===== config.mk =====
export PLATFORM = sky130hd
export DESIGN_NAME = ps2_rx_ctrl
export DESIGN_NICKNAME = d
export VERILOG_FILES = /design/src/rtl/ps2_pkg.sv /design/src/rtl/ps2_frame_rx.sv /design/src/rtl/ps2_rx_ctrl.sv
export SDC_FILE = /design/constraint.sdc
export NUM_CORES = 1
export LEC_CHECK = 0
export CAP_MARGIN = 5
export CORE_MARGIN = 1
export CORE_UTILIZATION = 50
export CTS_BUF_LIST = sky130_fd_sc_hd__clkbuf_4 sky130_fd_sc_hd__clkbuf_8
export DETAILED_ROUTE_END_ITERATION = 7
export GPL_TIMING_DRIVEN = 0
export PLACE_DENSITY_LB_ADDON = 0.25
export SYNTH_ARGS = -nofsm -noshare
export SYNTH_HDL_FRONTEND = slang
export SYNTH_SLANG_ARGS = --single-unit
export TNS_END_PERCENT = 5

===== constraint.sdc =====
create_clock -name clk -period 3.8 [get_ports clk]
set_clock_uncertainty 0.05 [all_clocks]
set_input_delay 0.38 -clock clk [delete_from_list [all_inputs] [get_ports clk]]
set_output_delay 0.38 -clock clk [all_outputs]
set_load 0.02 [all_outputs]

===== src/rtl/ps2_pkg.sv =====
// ----------------------------------------------------------------------------
// ps2_pkg
// Shared definitions for the PS/2 keyboard receiver.
//   frame_state_e   : states of the serial frame FSM
//   PS2_PREFIX_EXT  : scan-code prefix marking an extended key (0xE0)
//   PS2_PREFIX_REL  : scan-code prefix marking a key release / break (0xF0)
//   odd_parity_ok() : true when data bits plus parity bit carry odd parity
// ----------------------------------------------------------------------------
package ps2_pkg;

    typedef enum logic [1:0] {
        IDLE   = 2'd0,
        DATA   = 2'd1,
        PARITY = 2'd2,
        STOP   = 2'd3
    } frame_state_e;

    localparam logic [7:0] PS2_PREFIX_EXT = 8'hE0;
    localparam logic [7:0] PS2_PREFIX_REL = 8'hF0;

    // PS/2 uses odd parity: the 8 data bits plus the parity bit must hold
    // an odd number of ones.
    function automatic logic odd_parity_ok(input logic [7:0] data,
                                           input logic       par);
        return ^{data, par};
    endfunction

endpackage


===== src/rtl/ps2_frame_rx.sv =====
// ----------------------------------------------------------------------------
// ps2_frame_rx
// Receives one 11-bit PS/2 frame (start, 8 data LSB first, odd parity, stop)
// from the raw keyboard lines and reports each byte that arrives intact.
//
// Parameters
//   IDLE_CYCLES : clk cycles without a ps2_clk falling edge before a partial
//                 frame is abandoned
//   SYNC_STAGES : synchronizer depth on ps2_clk and ps2_data
//
// Ports
//   clk        in   system clock (rising edge)
//   rst_n      in   asynchronous active-low reset
//   ps2_clk    in   raw PS/2 clock, asynchronous
//   ps2_data   in   raw PS/2 data, asynchronous
//   data_byte  out  last received data byte (meaningful when byte_valid=1)
//   byte_valid out  one-cycle pulse, in the stop-bit edge cycle, for a good byte
//   err        out  one-cycle pulse on a start, parity, stop or timeout error
// ----------------------------------------------------------------------------
module ps2_frame_rx
    import ps2_pkg::*;
#(
    parameter int IDLE_CYCLES = 2750,
    parameter int SYNC_STAGES = 2
) (
    input  logic       clk,
    input  logic       rst_n,
    input  logic       ps2_clk,
    input  logic       ps2_data,
    output logic [7:0] data_byte,
    output logic       byte_valid,
    output logic       err
);

    localparam int TW = (IDLE_CYCLES > 1) ? $clog2(IDLE_CYCLES + 1) : 1;
    localparam logic [TW-1:0] TIMEOUT_LAST = TW'(IDLE_CYCLES - 1);

    logic [SYNC_STAGES-1:0] clk_sync;
    logic [SYNC_STAGES-1:0] data_sync;
    logic                   clk_s;
    logic                   data_s;
    logic                   clk_prev;
    logic                   fall;

    frame_state_e           state;
    frame_state_e           state_next;
    logic [2:0]             bit_cnt;
    logic [7:0]             shift_reg;
    logic                   parity_bit;
    logic [TW-1:0]          idle_cnt;
    logic                   timeout;

    // Synchronizers preset to 1 so the bus looks idle-high out of reset.
    // Written as a shift so a single-stage configuration still elaborates.
    always_ff @(posedge clk or negedge rst_n) begin
        if (!rst_n) begin
            clk_sync  <= '1;
            data_sync <= '1;
            clk_prev  <= 1'b1;
        end else begin
            clk_sync  <= (clk_sync << 1) | SYNC_STAGES'(ps2_clk);
            data_sync <= (data_sync << 1) | SYNC_STAGES'(ps2_data);
            clk_prev  <= clk_s;
        end
    end

    assign clk_s  = clk_sync[SYNC_STAGES-1];
    assign data_s = data_sync[SYNC_STAGES-1];
    assign fall   = clk_prev & ~clk_s;

    // An edge in the same cycle restarts the count, so it always beats the
    // timeout.
    assign timeout = (state != IDLE) && !fall && (idle_cnt == TIMEOUT_LAST);

    always_ff @(posedge clk or negedge rst_n) begin
        if (!rst_n) begin
            state <= IDLE;
        end else begin
            state <= state_next;
        end
    end

    always_comb begin
        state_next = state;
        byte_valid = 1'b0;
        err        = 1'b0;
        if (timeout) begin
            state_next = IDLE;
            err        = 1'b1;
        end else if (fall) begin
            case (state)
                IDLE: begin
                    if (!data_s) begin
                        state_next = DATA;
                    end else begin
                        err = 1'b1;
                    end
                end
                DATA: begin
                    if (bit_cnt == 3'd7) begin
                        state_next = PARITY;
                    end
                end
                PARITY: begin
                    state_next = STOP;
                end
                STOP: begin
                    state_next = IDLE;
                    if (data_s && odd_parity_ok(shift_reg, parity_bit)) begin
                        byte_valid = 1'b1;
                    end else begin
                        err = 1'b1;
                    end
                end
                default: begin
                    state_next = IDLE;
                end
            endcase
        end
    end

    // Bit capture happens only on falling-edge cycles; the PS/2 device
    // guarantees data is stable around that edge.
    always_ff @(posedge clk or negedge rst_n) begin
        if (!rst_n) begin
            bit_cnt    <= 3'd0;
            shift_reg  <= 8'h00;
            parity_bit <= 1'b0;
        end else if (fall && !timeout) begin
            case (state)
                IDLE: begin
                    bit_cnt <= 3'd0;
                end
                DATA: begin
                    shift_reg <= {data_s, shift_reg[7:1]};
                    bit_cnt   <= bit_cnt + 3'd1;
                end
                PARITY: begin
                    parity_bit <= data_s;
                end
                default: begin
                end
            endcase
        end
    end

    always_ff @(posedge clk or negedge rst_n) begin
        if (!rst_n) begin
            idle_cnt <= '0;
        end else if (fall || timeout || state == IDLE) begin
            idle_cnt <= '0;
        end else begin
            idle_cnt <= idle_cnt + TW'(1);
        end
    end

    assign data_byte = shift_reg;

endmodule


===== src/rtl/ps2_rx_ctrl.sv =====
// ----------------------------------------------------------------------------
// ps2_rx_ctrl
// PS/2 keyboard receiver: frames bytes from the keyboard lines, folds the
// 0xE0 / 0xF0 prefixes into flags, and presents one key event at a time
// through a valid/ready register.
//
// Parameters
//   IDLE_CYCLES : clk cycles without a ps2_clk falling edge before a partial
//                 frame aborts (2750 = 55 us at 50 MHz)
//   SYNC_STAGES : synchronizer depth on ps2_clk and ps2_data
//
// Ports
//   clk          in   system clock (rising edge)
//   rst_n        in   asynchronous active-low reset
//   ps2_clk      in   raw PS/2 clock, asynchronous
//   ps2_data     in   raw PS/2 data, asynchronous
//   key_code     out  scan code of the event, prefixes removed
//   key_extended out  event was preceded by 0xE0
//   key_release  out  event was preceded by 0xF0
//   key_valid    out  event presented; held until accepted
//   key_ready    in   consumer accepts when key_valid=1 in the same cycle
//   frame_error  out  one-cycle pulse on any frame error
//   overflow     out  one-cycle pulse when a completed event is dropped
// ----------------------------------------------------------------------------
module ps2_rx_ctrl
    import ps2_pkg::*;
#(
    parameter int IDLE_CYCLES = 2750,
    parameter int SYNC_STAGES = 2
) (
    input  logic       clk,
    input  logic       rst_n,
    input  logic       ps2_clk,
    input  logic       ps2_data,
    output logic [7:0] key_code,
    output logic       key_extended,
    output logic       key_release,
    output logic       key_valid,
    input  logic       key_ready,
    output logic       frame_error,
    output logic       overflow
);

    logic [7:0] rx_byte;
    logic       rx_valid;
    logic       rx_err;
    logic       ext_flag;
    logic       rel_flag;
    logic       is_ext;
    logic       is_rel;
    logic       new_event;
    logic       can_load;

    ps2_frame_rx #(
        .IDLE_CYCLES (IDLE_CYCLES),
        .SYNC_STAGES (SYNC_STAGES)
    ) u_frame_rx (
        .clk        (clk),
        .rst_n      (rst_n),
        .ps2_clk    (ps2_clk),
        .ps2_data   (ps2_data),
        .data_byte  (rx_byte),
        .byte_valid (rx_valid),
        .err        (rx_err)
    );

    assign is_ext    = (rx_byte == PS2_PREFIX_EXT);
    assign is_rel    = (rx_byte == PS2_PREFIX_REL);
    assign new_event = rx_valid && !is_ext && !is_rel;

    // The output slot is free if empty or being drained this very cycle.
    assign can_load  = !key_valid || key_ready;

    // Prefix flags accumulate until a real scan code consumes them. A frame
    // error means the prefix context can no longer be trusted, so drop it.
    // The flags are consumed even when the event itself is dropped.
    always_ff @(posedge clk or negedge rst_n) begin
        if (!rst_n) begin
            ext_flag <= 1'b0;
            rel_flag <= 1'b0;
        end else if (rx_err) begin
            ext_flag <= 1'b0;
            rel_flag <= 1'b0;
        end else if (rx_valid) begin
            if (is_ext) begin
                ext_flag <= 1'b1;
            end else if (is_rel) begin
                rel_flag <= 1'b1;
            end else begin
                ext_flag <= 1'b0;
                rel_flag <= 1'b0;
            end
        end
    end

    always_ff @(posedge clk or negedge rst_n) begin
        if (!rst_n) begin
            key_code     <= 8'h00;
            key_extended <= 1'b0;
            key_release  <= 1'b0;
            key_valid    <= 1'b0;
            overflow     <= 1'b0;
        end else begin
            overflow <= 1'b0;
            if (new_event && can_load) begin
                key_code     <= rx_byte;
                key_extended <= ext_flag;
                key_release  <= rel_flag;
                key_valid    <= 1'b1;
            end else if (new_event) begin
                overflow <= 1'b1;
            end else if (key_valid && key_ready) begin
                key_valid <= 1'b0;
            end
        end
    end

    // rx_err and rx_valid are mutually exclusive, which keeps frame_error
    // and overflow apart.
    always_ff @(posedge clk or negedge rst_n) begin
        if (!rst_n) begin
            frame_error <= 1'b0;
        end else begin
            frame_error <= rx_err;
        end
    end

endmodule


==> metrics.cfg <==
[critical_path]
start_kind = flop
worstPathArrival_ns = 2.33
path_class = flop to flop
cp_max_fo = 10
end_kind = flop
required_ns = 3.94

[global_routing]
grt-ovfl-total = 0
grt_max_degree = 29
grt_pass1_vias = 1369
antenna_found_initial = 0
grt_pass1_wl_um = 6290
track_usage_pct = 19.0

[hold_path]
min_path_type = flop to flop

[power_and_ir_drop]
vdd_drop_max_v = 0.000244
swShare_pct = 32.8
p_per_area_nw_per_um2 = 612
p_clk_share_pct = 20.1
internal_power_mw = 1.03
pwr-share-comb_pct = 35.8
switching_power_mw = 0.502
p_seq_share_pct = 44.1
p_leak_nw = 1.17

[synthesis]
yosysSeqAreaShare_pct = 53.8
yosys.area.top_type = dfrtp_1
syn_nets = 186
ys_ff_latch = 46
netlist.area_leader.share_pct = 47.7
synth.area.top_cells = dfrtp_1 (48%), mux2_4 (7.0%), dfstp_2 (6.1%)
avgSynthCellArea_um2 = 12.5
synthDistinctLibCells = 34
synth_area_um2 = 2150
syn_inst = 172
ys_warn_count = 0

[place]
hpwl_um = 2540
dpl_cell_area_um2 = 2400
pre_cts_slack_ns = 1.64
routabilityCongestion = 0.822
io_buffers = 17

[layout]
num_antenna_cells = 0
fillCellCount = 315
drive_above_1_share_pct = 15.1
final_cell_area_um2 = 2500
fin_util_pct = 61.7
final_nets = 212
syn_to_final_growth_pct = 16.4

[drt]
wirelength_um = 3480
wire_per_inst_um = 14.0
first_pass_iters = 4
vias = 1348
via_per_inst = 5.41
ant_nets = 0
drc_errors = 0
drtIter0Drc = 83

[floorplanning]
rows = 23
start_util_pct = 53.0
die_h_um = 67.6
die_w_um = 67.6
ioPinCount = 18
die-area_um2 = 4570
coreArea_um2 = 4060

[timing]
setup_viol = 0
rsz0062_at_grt = false
fin_crit_sh_pct = 57.7
min_period_ns = 2.19
finalHoldViolCount = 0
max_freq_mhz = 456
relSlewSlack_pct = 64.8
tightest_slew_ns = 0.524
fin_ws_ns = 1.61
drv_slew = 0
fin_setup_tns_ns = 0

[cts]
cts_made_buffers = 5
cts_tree = yes
clkSinkCount = 46
cts-root-buf = clkbuf_8
cts.clk_slew.worst_paths_ns = 0.08
cts_setup_buffers = 0
htreeDepth = 2
clockBufferDepth = 2
clkLatencyLatePin_ns = 0.30

[flow_run]
drv_cap = 0

[run_status]
status = completed

==> worst max-delay path: stages (launching register included) <==
cell	delay, ns
dfrtp_1	0.43
xor3_1	0.49
a211oi_1	0.27
mux2i_2	0.17
nor2b_1	0.17
buf_6	0.20
mux2_4	0.31
==> layout make-up <==
cell class              instances  area (um^2)  area share (%)
inverters                       5         18.8           0.750
plain buffers                   5         26.3            1.05
clock buffers                   7         90.1            3.60
flip-flops and latches         46         1160            46.3
multi-input cells             116          947            37.8
well taps                      50         62.6            2.50
clock inverters                 1         5.00           0.200
repair buffers                 19          195            7.80
==> power by group through the flow <==
| stage | Combinational (mW) | Clock, mW | Sequential (mW) |
|---|---|---|---|
| after floorplan | 0.412 | 0 | 0.685 |
| after global placement | 0.537 | 0 | 0.677 |
| after detailed placement | 0.556 | 0 | 0.686 |
| after CTS | 0.558 | 0.319 | 0.677 |
| after global routing | 0.616 | 0.345 | 0.691 |
| final | 0.549 | 0.308 | 0.675 |
==> cell families after synthesis <==
kind of cell | Yosys count | synth area share, %
fa+ha+maj | 9 | 5.24
mux | 20 | 12.3
flops | 46 | 53.8
simple gates | 56 | 13.2
compound gates | 14 | 4.37
buf+inv | 10 | 2.10
xor+xnor | 17 | 8.96
==> layer usage <==
| metal | routed length, um | part of all wire (%) | GRT usage (%) |
|---|---|---|---|
| met1 | 1540 | 44 | 22.5 |
| met2 | 1750 | 50 | 31.6 |
| met3 | 103 | 3.0 | 6.08 |
| met4 | 74 | 2.1 | 8.24 |
| met5 | 0 | 0 | 0 |
==> path summary, 6_finish.rpt <==
kind | start | end | slack [ns] | depth (start not counted)
hold reg to reg | u_frame_rx.clk_sync[0] | u_frame_rx.clk_sync[1] | 0.31 | 0
min in group asynchronous | rst_n | key_code[7] | 0.50 | 2
max in group asynchronous | rst_n | u_frame_rx.clk_sync[1] | 2.61 | 3
hold / removal | u_frame_rx.clk_sync[0] | u_frame_rx.clk_sync[1] | 0.31 | 0
setup reg to reg | u_frame_rx.data_byte[0] | key_release | 1.61 | 6
setup / recovery | u_frame_rx.data_byte[0] | key_release | 1.61 | 6
==> cells in the mapped netlist, drive strengths merged <==
master,instances
a21oi,4
xnor3,2
nor3,4
nor2,17
clkbuf,4
nand3,8
xnor2,5
xor3,1
buf,1
dfstp,5
nor4,1
inv,5
nor2b,2
nand4b,1
dfrtp,41
and3,3
mux2i,2
o21ai,4
mux2,18
a211oi,2
nand2b,3
nor4bb,1
and4b,2
a32o,3
ha,9
o2bb2ai,1
nand4,3
nand2,10
and4,1
xor2,9
==> flip-flops by register name, summed over array words and instances, names as in the netlist, 2 cells and up <==
signal / flops
key_code: 8
u_frame_rx.bit_cnt: 3
u_frame_rx.clk_sync: 2
u_frame_rx.data_byte: 8
u_frame_rx.data_sync: 2
u_frame_rx.idle_cnt: 12
u_frame_rx.state: 2
==> placed cells by master (no fill, tap or decap), types with 5 or more instances in the layout <==
cell type	synthesis	layout
xnor2_1	5	5
nand2_1	10	10
nand3_1	8	8
clkdlybuf4s50_1	0	16
ha_1	9	9
clkbuf_8	0	6
xor2_1	9	9
inv_1	5	5
mux2_4	10	10
mux2_1	6	6
dfstp_2	5	5
dfrtp_1	41	41
nor2_1	17	17
==> metrics by stage <==
step	cells	hold slack, ns	power, mW
floorplan	172	0.0344	1.10
global placement	239	0.296	1.21
detailed placement	240	0.297	1.24
CTS	249	0.308	1.55
global route	249	0.311	1.65
finish	249	0.307	1.53
==> what timing repair did <==
item / CTS / global route
hold endpoints to repair: 18 / 0
gates resized for setup: 0 / 0
hold buffers: 1 / 0
No activity file was read; power rests on OpenSTA's default activity.
